$ cat src/rtl/exec_unit_mc.sv
// exec_unit_mc: handshaked RISC-V execute stage with a registered result.
// Single-cycle integer ALU (RV32I/RV64I ops, LUI, AUIPC, load/store address).
// Optional macro EXEC_MDU_EN adds an iterative M-extension multiply/divide
// unit (shift-add multiply, restoring divide, one bit per cycle).
module exec_unit_mc #(
   parameter int XLEN  = 32,
   parameter int TAG_W = 5
) (
   input  logic             clk,
   input  logic             rst,
   input  logic             in_valid,
   output logic             in_ready,
   input  logic [6:0]       opcode,
   input  logic [2:0]       funct3,
   input  logic [6:0]       funct7,
   input  logic [XLEN-1:0]  pc,
   input  logic [XLEN-1:0]  read_data1,
   input  logic [XLEN-1:0]  read_data2,
   input  logic [XLEN-1:0]  imm,
   input  logic [TAG_W-1:0] tag_in,
   output logic             out_valid,
   input  logic             out_ready,
   output logic [XLEN-1:0]  result,
   output logic [TAG_W-1:0] tag_out
);
   localparam int SH = $clog2(XLEN);
   localparam logic [6:0] OPC_OPIMM = 7'b0010011;
   localparam logic [6:0] OPC_OP    = 7'b0110011;
   localparam logic [6:0] OPC_LOAD  = 7'b0000011;
   localparam logic [6:0] OPC_STORE = 7'b0100011;
   localparam logic [6:0] OPC_LUI   = 7'b0110111;
   localparam logic [6:0] OPC_AUIPC = 7'b0010111;
   localparam logic [XLEN-1:0] MIN_VAL = {1'b1, {(XLEN-1){1'b0}}};

   typedef enum logic [1:0] {IDLE, BUSY, DONE} state_t;

   state_t            state, state_next;
   logic [XLEN-1:0]   result_reg;
   logic [TAG_W-1:0]  tag_reg;
   logic              accept;
   logic              mdu_start;
   logic              mdu_last;
   logic [XLEN-1:0]   alu_result;
   logic [XLEN-1:0]   mdu_result;
   logic [SH-1:0]     shamt_i, shamt_r;

   assign in_ready  = ~rst & ((state == IDLE) | ((state == DONE) & out_ready));
   assign accept    = in_valid & in_ready;
   assign out_valid = ~rst & (state == DONE);
   assign result    = result_reg;
   assign tag_out   = tag_reg;
   assign shamt_i   = imm[SH-1:0];
   assign shamt_r   = read_data2[SH-1:0];

`ifdef EXEC_MDU_EN
   // Fast-path detection for divides that need no iteration
   logic            div_zero, div_ovf;
   logic [XLEN-1:0] fast_result;
   assign div_zero = (read_data2 == '0);
   assign div_ovf  = ~funct3[0] & (read_data1 == MIN_VAL) & (read_data2 == '1);
   assign fast_result = div_zero ? (funct3[1] ? read_data1 : '1)
                                 : (funct3[1] ? '0 : MIN_VAL);
`endif

   // Single-cycle ALU decode; also flags ops that need the iterative unit
   always_comb begin
      alu_result = '0;
      mdu_start  = 1'b0;
      case (opcode)
         OPC_OPIMM: begin
            case (funct3)
               3'b000: alu_result = read_data1 + imm;
               3'b010: alu_result = {{(XLEN-1){1'b0}}, $signed(read_data1) < $signed(imm)};
               3'b011: alu_result = {{(XLEN-1){1'b0}}, read_data1 < imm};
               3'b100: alu_result = read_data1 ^ imm;
               3'b110: alu_result = read_data1 | imm;
               3'b111: alu_result = read_data1 & imm;
               3'b001: alu_result = read_data1 << shamt_i;
               3'b101: alu_result = funct7[5] ? XLEN'($signed(read_data1) >>> shamt_i)
                                              : read_data1 >> shamt_i;
               default: alu_result = '0;
            endcase
         end
         OPC_OP: begin
            if (funct7 == 7'b0000000) begin
               case (funct3)
                  3'b000: alu_result = read_data1 + read_data2;
                  3'b001: alu_result = read_data1 << shamt_r;
                  3'b010: alu_result = {{(XLEN-1){1'b0}}, $signed(read_data1) < $signed(read_data2)};
                  3'b011: alu_result = {{(XLEN-1){1'b0}}, read_data1 < read_data2};
                  3'b100: alu_result = read_data1 ^ read_data2;
                  3'b101: alu_result = read_data1 >> shamt_r;
                  3'b110: alu_result = read_data1 | read_data2;
                  default: alu_result = read_data1 & read_data2;
               endcase
            end else if (funct7 == 7'b0100000) begin
               if (funct3 == 3'b000)
                  alu_result = read_data1 - read_data2;
               else if (funct3 == 3'b101)
                  alu_result = XLEN'($signed(read_data1) >>> shamt_r);
            end
`ifdef EXEC_MDU_EN
            else if (funct7 == 7'b0000001) begin
               if (funct3[2] & (div_zero | div_ovf))
                  alu_result = fast_result;
               else
                  mdu_start = 1'b1;
            end
`endif
         end
         OPC_LOAD, OPC_STORE: alu_result = read_data1 + imm;
         OPC_LUI:             alu_result = imm;
         OPC_AUIPC:           alu_result = pc + imm;
         default:             alu_result = '0;
      endcase
   end

`ifdef EXEC_MDU_EN
   logic [SH-1:0]     cnt_reg;
   logic [2:0]        f3_reg;
   logic              neg_q_reg, neg_r_reg;
   logic [2*XLEN-1:0] acc_reg, mcand_reg;
   logic [XLEN-1:0]   mplier_reg, rem_reg, dvsr_reg;
   logic              rs1_s, rs2_s, a_neg, b_neg;
   logic [XLEN-1:0]   a_mag, b_mag;
   logic [2*XLEN-1:0] acc_step, prod;
   logic [XLEN:0]     shifted, diff;
   logic              qbit;
   logic [XLEN-1:0]   rem_step, quo_step;

   assign rs1_s = (funct3 == 3'b001) | (funct3 == 3'b010) | (funct3 == 3'b100) | (funct3 == 3'b110);
   assign rs2_s = (funct3 == 3'b001) | (funct3 == 3'b100) | (funct3 == 3'b110);
   assign a_neg = rs1_s & read_data1[XLEN-1];
   assign b_neg = rs2_s & read_data2[XLEN-1];
   assign a_mag = a_neg ? -read_data1 : read_data1;
   assign b_mag = b_neg ? -read_data2 : read_data2;

   assign acc_step = acc_reg + (mplier_reg[0] ? mcand_reg : '0);
   assign prod     = neg_q_reg ? -acc_step : acc_step;
   assign shifted  = {rem_reg, mplier_reg[XLEN-1]};
   assign diff     = shifted - {1'b0, dvsr_reg};
   assign qbit     = ~diff[XLEN];
   assign rem_step = qbit ? diff[XLEN-1:0] : shifted[XLEN-1:0];
   assign quo_step = {mplier_reg[XLEN-2:0], qbit};
   assign mdu_last = (state == BUSY) & (cnt_reg == '0);

   // Final sign fix-up and selection of the requested half / quotient / remainder
   always_comb begin
      mdu_result = '0;
      case (f3_reg)
         3'b000:                 mdu_result = prod[XLEN-1:0];
         3'b001, 3'b010, 3'b011: mdu_result = prod[2*XLEN-1:XLEN];
         3'b100, 3'b101:         mdu_result = neg_q_reg ? -quo_step : quo_step;
         default:                mdu_result = neg_r_reg ? -rem_step : rem_step;
      endcase
   end

   // Iterative multiply/divide datapath: load magnitudes on accept, one bit per BUSY cycle
   always_ff @(posedge clk) begin
      if (rst) begin
         cnt_reg <= '0;
      end else if (accept & mdu_start) begin
         cnt_reg    <= SH'(XLEN-1);
         f3_reg     <= funct3;
         neg_q_reg  <= a_neg ^ b_neg;
         neg_r_reg  <= a_neg;
         acc_reg    <= '0;
         mcand_reg  <= {{XLEN{1'b0}}, a_mag};
         rem_reg    <= '0;
         dvsr_reg   <= b_mag;
         mplier_reg <= funct3[2] ? a_mag : b_mag;
      end else if (state == BUSY) begin
         cnt_reg <= cnt_reg - 1'b1;
         if (f3_reg[2]) begin
            rem_reg    <= rem_step;
            mplier_reg <= quo_step;
         end else begin
            acc_reg    <= acc_step;
            mcand_reg  <= mcand_reg << 1;
            mplier_reg <= mplier_reg >> 1;
         end
      end
   end
`else
   assign mdu_last   = 1'b0;
   assign mdu_result = '0;
`endif

   // State register
   always_ff @(posedge clk) begin
      if (rst) state <= IDLE;
      else     state <= state_next;
   end

   // Next-state logic for the handshake FSM
   always_comb begin
      state_next = state;
      case (state)
         IDLE: if (accept) state_next = mdu_start ? BUSY : DONE;
         BUSY: if (mdu_last) state_next = DONE;
         DONE: if (out_ready) state_next = accept ? (mdu_start ? BUSY : DONE) : IDLE;
         default: state_next = IDLE;
      endcase
   end

   // Result and tag registers, held stable while the result waits in DONE
   always_ff @(posedge clk) begin
      if (rst) begin
         result_reg <= '0;
         tag_reg    <= '0;
      end else if (accept) begin
         tag_reg <= tag_in;
         if (!mdu_start) result_reg <= alu_result;
      end else if (mdu_last) begin
         result_reg <= mdu_result;
      end
   end
endmodule

$ cat config.mk
export PLATFORM = sky130hd
export DESIGN_NAME = exec_unit_mc
export DESIGN_NICKNAME = d
export VERILOG_FILES = /design/src/rtl/exec_unit_mc.sv
export SDC_FILE = /design/constraint.sdc
export NUM_CORES = 1
export LEC_CHECK = 0
export ABC_AREA = 1
export CORE_MARGIN = 3
export CORE_UTILIZATION = 42
export DETAILED_ROUTE_END_ITERATION = 10
export GPL_ROUTABILITY_DRIVEN = 1
export PLACE_DENSITY = 0.6
export REMOVE_ABC_BUFFERS = 1
export SLEW_MARGIN = 20
export SYNTH_ARGS = -nofsm -noshare
export SYNTH_HDL_FRONTEND = slang
export SYNTH_SLANG_ARGS = --single-unit
$ cat constraint.sdc
create_clock -name clk -period 4.8 [get_ports clk]
set_input_delay 1.2 -clock clk [delete_from_list [all_inputs] [get_ports clk]]
set_output_delay 1.2 -clock clk [all_outputs]
set_load 0.02 [all_outputs]
==> metrics.md, run 1 <==
| Metric | Value |
|---|---|
| Initial antenna violation count | `8` |
| Vias | `32200` |
| Library cells used by synthesis | `60` |
| Grt peak-use layer | `met2` |
| CTS tree | `built` |
| Root Buffer | `clkbuf_16` |
| Final core utilization | `between 40% and 50%` |
| Final-report hold violation count | `0` |
| Critical Path RT | `between 4 and 5 ns` |
| Crit path kind | `in2reg` |
| Setup TNS | `0 ns` |
| Most used DFF post-synth | `dfxtp_1` |
| Synth top area share | `25.4%` |
| Synthesized area | `0.0224 mm²` |
| Max Fclk | `between 0.2 and 0.25 GHz` |
| Post-synthesis cell count | `4436` |
| Hold Path Origin | `tag_out[3]$_SDFFE_PP0P_` |
| Async S/R FF share, synth | `0%` |
| Core Area | `between 0.05 and 0.06 mm²` |
| Average wire per standard cell | `26.4 µm` |
| Met3 GRT Util | `around 9%` |
| Via/cell ratio | `between 6 and 7` |
| WP buf/inv | `1` |
| Initial DRT Pass Iterations | `7` |
| DP HPWL | `~110000 µm` |
| Top post-synthesis cells by count | `nand2_1, nand3_1, inv_1` |
| Min Tclk post-route | `4.36 ns` |
| Critical path's top delay family | `simple AND/OR/NAND/NOR gates` |
| DRC viols | `0` |
| Seq cells post-synth | `38` |
| Number of buffers created by CTS | `5` |
| R2R depth | `8` |
| ANT nets after route | `0` |
| Total power | `3670 µW` |
| Largest net degree at the start of global routing | `84` |
| Run status | `finished clean` |
| Clock Skews | `0.0152 ns` |
| Number of flops mapped to enable cells by yosys | `0` |
| All-layer global routing usage | `47.5%` |
| Drt total wl | `140000 µm` |
| CP Cell Sequence | `clkdlybuf4s50_1 -> ha_1 -> fa_1 -> nand3_1 -> nand2_1 -> nand2_1 -> nand2_1 -> nand2_1 -> nand2_1 -> nand3_1 -> nand2_1 -> xor2_1 -> nand2_1 -> o211ai_1 -> nor2_1 -> nand2_1 -> nand2_1 -> a21oi_1` |
| Synthesized area per cell | `5.06 µm²` |
| Net count, final | `around 5000` |
| Tightest Hold Check Type | `reg2reg` |
| Hold depth | `2` |
| Rows | `84` |
| Sinks on Clock Net | `38` |
| CTS max path bufs | `2` |
| Boundary Pins | `193` |
| Hold slack | `0.464 ns` |
| Die X | `around 240 µm` |
| FF-to-FF End | `result[20]$_SDFFE_PP0P_` |
| First-pass GRT wire length | `198000 µm` |
| Tcrit/Tclk final | `90.9%` |
| Peak supply drop | `118 µV` |
| Clk_lat worst skew | `slightly above 0.3 ns` |
| Synth area leaders | `nand2_1, nand3_1, ha_1, inv_1, a21oi_1` |
| Synth warnings | `0` |
| Vias in the first global route | `29500` |
| # setup viols final | `0` |
| CP max stage cell | `clkdlybuf4s50_1` |
| Critical R2R Launch | `state[1]$_SDFFE_PP0P_` |
| Placer Congestion | `1.11` |
| CP max stage delay | `0.74 ns` |
| CP dominant cell by count | `nand2_1` |
| R2R Setup Slk | `3.30 ns` |
| Crit start category | `primary input` |
| Critical Path AT | `4.54 ns` |
| Tightest Pin Transition | `0.906 ns` |
| PortBufs | `approximately 190` |
| Rel. slew slack | `38.9%` |
| Hold-fix buffers, CTS | `0` |
| Crit path max fanout | `7` |
| Initial core utilization | `42.6%` |
| CTS H-tree depth | `2` |
| Top cell type by total area after synthesis | `nand2_1` |
| GRT overflow | `0` |
| PwrDens | `142 mW/mm²` |
| Layout cells sized above 1 | `5.98%` |
| GRT met2 Usage | `70.8%` |
| Max_cap viols | `0` |
| DRT iter0 DRCs | `4728` |
| Post-CTS Setup Bufs | `0` |
| Largest register FFs | `32` |
| Post_cts resized | `0` |
| Clock transition at the registers of the reported paths | `0.07 ns` |
| P_leak | `0.0132 µW` |
| Die Y | `237 µm` |
| Die area | `roughly 0.056 mm²` |
| Element type at the critical path end | `flip-flop` |
| Max-slew violation count | `0` |
| Unrepaired setup endpoints after global routing | `false` |
| Synth-to-Final Area Change | `15.1%` |
| Most frequent cell after synthesis | `nand2_1` |
| GRT met1 Usage | `between 60% and 70%` |
| Sequential share of the synthesized area | `under 10%` |
| Hold endpoint | `tag_out[3]$_SDFFE_PP0P_` |
==> metrics by stage <==
stage	worst slack, ns	instances	cell area (µm²)
floorplan	0.623	4215	21400
global placement	0.310	5281	25600
detailed placement	0.286	5281	25600
CTS	0.599	5289	25800
global route	0.297	5289	25800
finish	0.437	5293	25800
==> power by group <==
| group | internal (µW) | switching (µW) | total [µW] |
|---|---|---|---|
| Sequential | 319 | 2.40 | 321 |
| Combinational | 877 | 1990 | 2870 |
| Clock | 300 | 178 | 479 |
==> worst max-delay path by stage <==
stage,startpoint,end,slack [ns],cells after the start
2_1_floorplan,imm[3],result[14]$_SDFFE_PP0P_,0.62,17
3_3_place_gp,read_data1[0],result[14]$_SDFFE_PP0P_,0.31,18
3_5_place_dp,read_data1[0],result[14]$_SDFFE_PP0P_,0.29,18
4_1_cts,read_data1[0],result[14]$_SDFFE_PP0P_,0.60,18
5_1_grt,read_data1[0],result[0]$_SDFFE_PP0P_,0.30,22
6_report,read_data1[0],result[14]$_SDFFE_PP0P_,0.44,18
==> worst min-delay path, cell delays in order, from the launching register on <==
cell and delay (ns):
dfxtp_1 0.31, nand2_1 0.06, a21oi_1 0.05
==> cells in the final DEF, fill, tap and decap left out, types with 32 or more instances in the layout <==
cell	instances
inv_1	481
nor3_1	32
clkdlybuf4s50_1	183
buf_4	178
nand4_1	45
o21ai_0	193
nand2_1	1517
a21oi_1	311
dfxtp_1	38
nand3_1	659
ha_1	225
nor2_1	347
o211ai_1	57
==> cells by family after synthesis <==
kind of cell / synth area share [%]
compound gates: 18.7
fa+ha+maj: 12.9
mux: 0.0892
flops: 3.39
simple gates: 50.5
xor+xnor: 1.21
buf+inv: 13.2
==> area by class of cell <==
cell class	count	area, µm²
well taps	688	861
clock inverters	3	68.8
clock buffers	5	125
diodes	4	10.0
flip-flops and latches	38	761
fillers	5967	26800
multi-input cells	3675	18700
repair buffers	378	3370
inverters	502	1900
==> routing by layer <==
metal	vias up	routed length, µm
li1	14900	-
met5	-	83
met1	14700	52800
met3	460	15600
met2	2161	57800
met4	10	13300
(Power assumes the default switching activity.)
==> run 2, diff against run 1 <==
--- a/config.mk
+++ b/config.mk
@@ -6,13 +6,14 @@
 export NUM_CORES = 1
 export LEC_CHECK = 0
 export ABC_AREA = 1
+export CAP_MARGIN = 20
 export CORE_MARGIN = 3
 export CORE_UTILIZATION = 42
 export DETAILED_ROUTE_END_ITERATION = 10
 export GPL_ROUTABILITY_DRIVEN = 1
 export PLACE_DENSITY = 0.6
 export REMOVE_ABC_BUFFERS = 1
-export SLEW_MARGIN = 20
+export SLEW_MARGIN = 40
 export SYNTH_ARGS = -nofsm -noshare
 export SYNTH_HDL_FRONTEND = slang
 export SYNTH_SLANG_ARGS = --single-unit
==> results of run 2 <==
No change in the layout: final DEF, timing and power equal those of run 1.
